File: src/rtl/adc_sample_packer.sv
// Packs 10-bit ADC samples MSB-first into a byte stream through a small
// first-word-fall-through FIFO, with capture windowing, overflow tracking and flush.
module adc_sample_packer #(
    parameter int FIFO_AW = 4
) (
    input  logic        clk,
    input  logic        reset,
    input  logic [9:0]  sample_i,
    input  logic        sample_valid_i,
    input  logic        capture_go_i,
    output logic [7:0]  byte_o,
    output logic        byte_valid_o,
    input  logic        byte_ready_i,
    output logic        overflow_o,
    output logic [31:0] byte_count_o,
    output logic        done_o
);

    localparam int DEPTH = 1 << FIFO_AW;

    typedef enum logic [1:0] {IDLE, RUN, FLUSH} state_t;

    state_t             state_q, state_d;
    logic [23:0]        acc_q, acc_d;
    logic [4:0]         level_q, level_d;
    logic [FIFO_AW:0]   count_q, count_d;
    logic [FIFO_AW-1:0] wr_ptr_q, wr_ptr_d;
    logic [FIFO_AW-1:0] rd_ptr_q, rd_ptr_d;
    logic               byte_valid_q, byte_valid_d;
    logic               overflow_q, overflow_d;
    logic               done_q, done_d;
    logic [31:0]        byte_count_q, byte_count_d;
    logic [7:0]         fifo_mem_q [DEPTH];

    logic               pop, space, push;
    logic               in_window, drop, accept;
    logic [4:0]         level_after;
    logic [23:0]        acc_shift;

    always_comb begin
        pop   = byte_valid_q && byte_ready_i;
        // Count never exceeds DEPTH, so its MSB alone flags a full FIFO.
        space = !count_q[FIFO_AW] || pop;
        push  = space && ((level_q >= 5'd8) ||
                          ((state_q == FLUSH) && (level_q != 5'd0)));

        level_after = level_q;
        acc_shift   = acc_q;
        if (push) begin
            level_after = (level_q >= 5'd8) ? (level_q - 5'd8) : 5'd0;
            acc_shift   = acc_q << 8;
        end

        // Bits below the level are always zero, so a partial flush byte is already padded.
        in_window = (state_q == RUN) && capture_go_i && sample_valid_i;
        drop      = in_window && (level_after > 5'd14);
        accept    = in_window && !drop;

        acc_d   = acc_shift;
        level_d = level_after;
        if (accept) begin
            acc_d   = acc_shift | ({14'd0, sample_i} << (5'd14 - level_after));
            level_d = level_after + 5'd10;
        end

        wr_ptr_d = push ? (wr_ptr_q + FIFO_AW'(1)) : wr_ptr_q;
        rd_ptr_d = pop  ? (rd_ptr_q + FIFO_AW'(1)) : rd_ptr_q;
        case ({push, pop})
            2'b10:   count_d = count_q + (FIFO_AW+1)'(1);
            2'b01:   count_d = count_q - (FIFO_AW+1)'(1);
            default: count_d = count_q;
        endcase
        byte_valid_d = (count_d != '0);

        state_d      = state_q;
        done_d       = 1'b0;
        overflow_d   = overflow_q || drop;
        byte_count_d = push ? (byte_count_q + 32'd1) : byte_count_q;
        case (state_q)
            IDLE: begin
                if (capture_go_i) begin
                    state_d      = RUN;
                    overflow_d   = 1'b0;
                    byte_count_d = 32'd0;
                end
            end
            RUN: begin
                if (!capture_go_i) begin
                    state_d = FLUSH;
                end
            end
            FLUSH: begin
                if (level_d == 5'd0) begin
                    state_d = IDLE;
                    done_d  = 1'b1;
                end
            end
            default: state_d = IDLE;
        endcase
    end

    always_ff @(posedge clk or posedge reset) begin
        if (reset) begin
            state_q      <= IDLE;
            acc_q        <= 24'd0;
            level_q      <= 5'd0;
            count_q      <= '0;
            wr_ptr_q     <= '0;
            rd_ptr_q     <= '0;
            byte_valid_q <= 1'b0;
            overflow_q   <= 1'b0;
            done_q       <= 1'b0;
            byte_count_q <= 32'd0;
        end else begin
            state_q      <= state_d;
            acc_q        <= acc_d;
            level_q      <= level_d;
            count_q      <= count_d;
            wr_ptr_q     <= wr_ptr_d;
            rd_ptr_q     <= rd_ptr_d;
            byte_valid_q <= byte_valid_d;
            overflow_q   <= overflow_d;
            done_q       <= done_d;
            byte_count_q <= byte_count_d;
        end
    end

    always_ff @(posedge clk) begin
        if (push) begin
            fifo_mem_q[wr_ptr_q] <= acc_q[23:16];
        end
    end

    assign byte_o       = fifo_mem_q[rd_ptr_q];
    assign byte_valid_o = byte_valid_q;
    assign overflow_o   = overflow_q;
    assign byte_count_o = byte_count_q;
    assign done_o       = done_q;

endmodule

File: config.mk
export PLATFORM = sky130hd
export DESIGN_NAME = adc_sample_packer
export DESIGN_NICKNAME = d
export VERILOG_FILES = /design/src/rtl/adc_sample_packer.sv
export SDC_FILE = /design/constraint.sdc
export NUM_CORES = 1
export LEC_CHECK = 0
export BUFFER_PORTS_ARGS = -buffer_cell sky130_fd_sc_hd__buf_2
export CORE_MARGIN = 2
export CORE_UTILIZATION = 55
export DETAILED_ROUTE_END_ITERATION = 7
export GPL_ROUTABILITY_DRIVEN = 0
export PLACE_DENSITY = 0.76
export SLEW_MARGIN = 20
export SYNTH_ARGS = -nofsm -noshare
export SYNTH_HDL_FRONTEND = slang
export SYNTH_SLANG_ARGS = --single-unit
File: constraint.sdc
create_clock -name clk -period 3.18 [get_ports clk]
set_clock_uncertainty 0.15 [all_clocks]
set_input_delay 0.318 -clock clk [delete_from_list [all_inputs] [get_ports clk]]
set_output_delay 0.318 -clock clk [all_outputs]
set_load 0.005 [all_outputs]
; ---- After elaboration in Yosys (flattened, before gate mapping)
; Memories as Yosys holds them, arrays and structs flattened.
; Index checks and enable logic that the tools add are counted.
[op_classes]
addsub = 8
order_cmp = 2
n_eq_ne = 7
shifts = 1
reduce_logical = 17
bitwise_logic = 1
n_mux = 19
[ops]
columns = operator, n
row1 = $mux 32, 3
row2 = $mux 24, 2
row3 = $add 32x1->32 const B, 1
row4 = $or 24x24->24, 1
row5 = $shl 10x5->24, 1
row6 = $mux 5, 3
row7 = $pmux 5 s2, 1
row8 = $reduce_bool 5->1, 2
row9 = $add 4x1->4 const B, 2
row10 = $logic_and 1x1->1, 7
row11 = $mux 1, 6
row12 = $mux 2, 3
row13 = $pmux 2 s3, 1
row14 = $add 5x1->5 const B, 1
row15 = $add 5x4->5 const B, 1
row16 = $ge 5x4->1 const B, 1
row17 = $gt 5x4->1 const B, 1
row18 = $logic_not 5->1, 1
row19 = $sub 4x5->5 const A, 1
row20 = $sub 5x1->5 const B, 1
row21 = $sub 5x4->5 const B, 1
row22 = $eq 2x1->1 const B, 2
row23 = $eq 2x2->1 const B, 2
row24 = $ne 2x2->1 const B, 2
row25 = 5 further kinds, 8
[word_totals]
mem_count = 1
register_bits = 79
input_bits = 15
ramBits = 128
[mem_list]
columns = memory, depth, width, read_ports, rd_ports_with_merged_regs, write_ports, line_no
row1 = fifo_mem_q, 16, 8, 1, 0, 1, 33  ; logic [7:0] fifo_mem_q [DEPTH];

; ---- Logic depth before layout (Yosys ltp)
[depth]
word_depth = 13
ltp_mapped = 15

; ---- Least setup slack after synthesis
; No wires, ideal clock.
[synth_path]
kind = reg-to-reg
start = reg state_q[0]
end = reg byte_valid_q (netlist: byte_valid_o)
synth_period_minus_slack_ns = 3.271
setup_slack_ns = -0.091
t_arrival_ns = 2.994
path_stages_with_launch = 15
t_required_ns = 2.904
setup_time_ns = 0.126
n_path_buf = 2
path_cell_list = dfrtp_1 -> nand2b_1 -> o21ai_0 -> and2_1 -> clkbuf_1 -> inv_1 -> clkbuf_1 -> ha_1 -> ha_1 -> a21o_1 -> a21oi_1 -> xnor2_1 -> mux2_2 -> nor4_1 -> nand2b_1
[synth_via]
elab_chain_cells = 7
word_cells_on_any_way = 8
classes_between = 3 x eq/ne / 1 x mux / 4 x reduce/logical
[synth_rtl]
columns = element, line_no
row1 = start: declaration, 23  ; state_t state_q, state_d;
row2 = start signal: assignment, 115  ; state_q <= state_d;
row3 = $eq 2x2->1 (*), 45  ; ((state_q == FLUSH) && (level_q != 5'd0)));
row4 = $logic_and 1x1->1 (*), 45
row5 = $logic_or 1x1->1 (*), 44  ; push = space && ((level_q >= 5'd8) ||
row6 = $logic_and 1x1->1 (*), 44
row7 = $eq 2x1->1 / $eq 2x2->1 (equally long branches), 68  ; case ({push, pop})
row8 = $pmux 5 s2 (*), 68
row9 = via count_d[3], 26  ; logic [FIFO_AW:0] count_q, count_d;
row10 = $reduce_bool 5->1 (*), 73  ; byte_valid_d = (count_d != '0);
row11 = via byte_valid_d, 29  ; logic byte_valid_q, byte_valid_d;
row12 = end signal: assignment, 121  ; byte_valid_q <= byte_valid_d;
row13 = end: declaration, 29
; The timed path passes the listed nets; every way through them passes the cells marked *.
; A chain may end at the register's enable or synchronous reset.

; ---- Worst setup path after layout
[layout_path]
start = reg state_q[0]
end = reg acc_q[20]
[layout_via]
elab_chain_cells = 10
word_cells_on_any_way = 17
classes_between = 1 x add/sub / 1 x order compare / 2 x eq/ne / 1 x shift / 3 x mux / 1 x bitwise / 8 x reduce/logical
[layout_rtl]
columns = element, line_no
row1 = branches (longest 9 deep; another with $sub 4x5->5), --
row2 = $mux 24 (*), 61  ; if (accept) begin
row3 = via acc_d[20], 24  ; logic [23:0] acc_q, acc_d;
row4 = end signal: assignment, 105  ; acc_q <= 24'd0;
row5 = end signal: assignment, 116  ; acc_q <= acc_d;
row6 = end: declaration, 24
; Mark *: on every way through the listed nets, which the timed path passes.

==> results.md <==
* Status: finished, final reports clean
* Sequential Power Share at 42.2%
* Async SR Flop Fraction at 38.16%
* Met2 global-route usage at 39.82%
* Fillcell total at 1209
* Antenna cell count at 0
* Mean Syn Cell Area at 13.91 um^2
* Fin. Hold Viols at 0
* Synthesized flop and latch total at 207
* Clk slew on worst S/H paths at 60 ps
* CP Class: flop to flop
* Worst-Margin Slew at 715.3 ps
* Most frequent cells in the layout: 128 x edfxtp_1, 78 x dfrtp_1, 68 x nor2_1, 57 x buf_2, 42 x nand2_1
* Share of cells above drive strength 1 at 23.64%
* CTS Buf Count at 22
* Detail Placement HPWL at 13300 um
* Global-route track usage on met3 at 3.754%
* Grt ovf at 0
* Warnings from Yosys at 0
* Clock Power Share at 25.4%
* First-pass GRT wire length at 32620 um
* Core Util, Final at 64.98%
* Critical path required time at 3390 ps
* LEAKAGE at 4.185 nW
* Via/cell ratio at 5.999
* CTS H-tree lvls at 1
* Switch share at 32.79%
* Design Power at 9.290 mW
* Busiest grt layer: met2
* Clock Sinks at 207
* Die Footprint at 18140 um^2
* Nets at 788
* R2R cell count at 10
* Beginning of the critical path: state_q[0]
* Antenna-violating nets left at 0
* Setup violations, final at 0
* Area Overhead vs Synth at 15.15%
* Max clock buf depth at 3
* Register Area at 5822 um^2
* Final worst-path cycle share at 94.26%
* Residual DRC at 0
* FF-to-FF setup slack at 180 ps
* Clk_lat worst skew at 510 ps
* Reg2reg end: acc_q[20]
* Critical path peak fanout at 12
* Commonest non-fill, non-tap cell in the layout: edfxtp_1
* Die X at 134.7 um
* Gr usage total at 23.19%
* Startpoint types: flop
* Worst r2r src: state_q[0]
* CTS tree: built
* I/O Pins at 58
* Min cycle time layout at 2998 ps
* Per-cell routed wire length at 20.29 um
* Total Routed Length at 20170 um
* DRT iter0 DRCs at 361
* Core Rows at 47
* Vias in the first global route at 6157
* Maxcap violations at 0
* Routed via count at 5963
* WHS Path Cells at 3
* Count of cell types in the netlist at 60
* Antenna violations before repair at 0
* Die Ht at 134.7 um
* Worst path arrival time at 3210 ps
* Core box area at 16640 um^2
* Final slew viol count at 0
* Sequential cell area fraction in the yosys report at 61.98%
* Largest net degree at the start of global routing at 48
* Net switching power figure at 3.046 mW
* Fmax at 333.6 MHz
* Drt pass-1 iters at 6
* Peak VDD IR at 551.9 uV
* Logic gate share of total power at 32.4%
* Mapped Area at 9392 um^2
* Met1 Use GR at 30.16%
* Min-delay src: byte_ready_i
* Initial core utilization at 56.43%
* Slew HR at 52.31%
* Worst setup EP type: flop
* Hold Path End: rd_ptr_q[0]
* Root Buffer: clkbuf_16
* Pint at 6.244 mW
* EDFF count, synth at 128
* Area occupied by multi-input gates at 3378 um^2
* Syn_nets at 703
* Cells after synthesis at 675
* Prevailing post-synth register cell: edfxtp_1
* Power Density at 859.1 nW/um^2
* Worst min path class: input pin to flop
* PortBufs at 57
[layout make-up]
type / instances / area share [%]
flip-flops and latches: 207 / 53.84
clock buffers: 29 / 5.334
clock inverters: 9 / 0.7173
inverters: 20 / 0.7058
repair buffers: 96 / 5.623
well taps: 220 / 2.545
multi-input cells: 413 / 31.24
[worst max-delay path, cell delays in order (launching register included)]
cell      delay (ps)
dfrtp_1          400
or4b_4           590
o21ai_4          160
inv_1             70
ha_1             240
nor2b_1          180
o21ai_1          240
a21oi_1          160
o211ai_1         270
buf_4            250
o221ai_1         150
[synthesized netlist by cell type (2+ instances only)]
cell | n | area, um^2
nor4_1 | 9 | 56.30
and2_1 | 5 | 31.28
buf_1 | 3 | 11.26
buf_6 | 3 | 33.78
nand4b_1 | 2 | 17.52
o21ai_4 | 2 | 32.53
nand3_1 | 13 | 65.06
nand4_1 | 12 | 75.07
nor2b_1 | 5 | 31.28
o22ai_1 | 3 | 18.77
nand2b_1 | 5 | 31.28
or3_1 | 5 | 31.28
mux2_2 | 5 | 56.30
a221oi_1 | 2 | 17.52
a21oi_1 | 15 | 75.07
buf_2 | 3 | 15.01
and3_1 | 6 | 37.54
xnor2_1 | 32 | 280.3
mux2i_1 | 30 | 300.3
dfrtp_1 | 79 | 1977
nor2_1 | 69 | 259.0
o21ai_0 | 27 | 135.1
o211ai_1 | 3 | 22.52
a21o_1 | 3 | 22.52
ha_1 | 12 | 150.1
clkbuf_1 | 25 | 93.84
o21a_1 | 2 | 15.01
mux4_2 | 40 | 900.9
edfxtp_1 | 128 | 3844
a211o_1 | 2 | 17.52
inv_1 | 19 | 71.32
nor3_1 | 18 | 90.09
o221ai_1 | 11 | 96.34
nand2_1 | 42 | 157.7
xor2_1 | 10 | 87.58
[power by group through the flow]
stage / sequential (mW) / clock [mW] / combinational [mW]
global route: 4.00 / 2.49 / 3.28
CTS: 3.93 / 2.39 / 2.98
finish: 3.92 / 2.36 / 3.01
detailed placement: 3.97 / 0 / 2.95
floorplan: 3.73 / 0 / 2.25
global placement: 3.92 / 0 / 2.83
[flip-flops by register name, indices dropped and copies added (netlist names)]
register and flops:
byte_count_o 32, byte_valid_o 1, rd_ptr_q 4, level_q 5
done_o 1, acc_q 24, wr_ptr_q 4, state_q 2
overflow_o 1, count_q 5, fifo_mem_q 128
[stage by stage]
step	TNS (ps)	cell area [um^2]	setup slack (ps)	hold WS, ps	instances
after floorplan	0	9395	45.76	299.6	675
after global placement	0	10090	220.0	241.5	953
after detailed placement	0	10090	55.07	251.4	953
after CTS	0	10770	26.47	34.35	993
after global routing	-33.66	10810	-24.41	67.52	994
final	0	10810	182.4	58.53	994
[timing repair]
item	4_1_cts	5_1_grt
setup buffers	0	1
endpoints found under the hold margin	34	0
hold buffers	2	0
endpoints found under the setup margin	0	25
resized for setup	0	9
[layer usage]
layer | share of wire [%] | routed length (um)
met4 | 2.9 | 589
met1 | 40 | 8166
met5 | 0 | 0
met3 | 5.6 | 1128
met2 | 51 | 10290
[logic make-up (layout without fill, tap and decap cells)]
kind of cell	Yosys count	in the layout	share of synthesized area, %
xor+xnor	43	43	4.090
simple gates	198	198	10.07
mux	76	76	13.54
fa+ha+maj	13	13	1.812
compound gates	83	83	5.995
buf+inv	55	154	2.518
flops	207	207	61.98
[worst max path at each step]
stage	to	slack (ps)
2_1_floorplan	byte_valid_o	50
3_3_place_gp	acc_q[20]	220
3_5_place_dp	acc_q[20]	60
4_1_cts	acc_q[14]	30
5_1_grt	byte_valid_o	-20
6_report	acc_q[20]	180
Note: power is estimated with default switching activity, not from simulation.
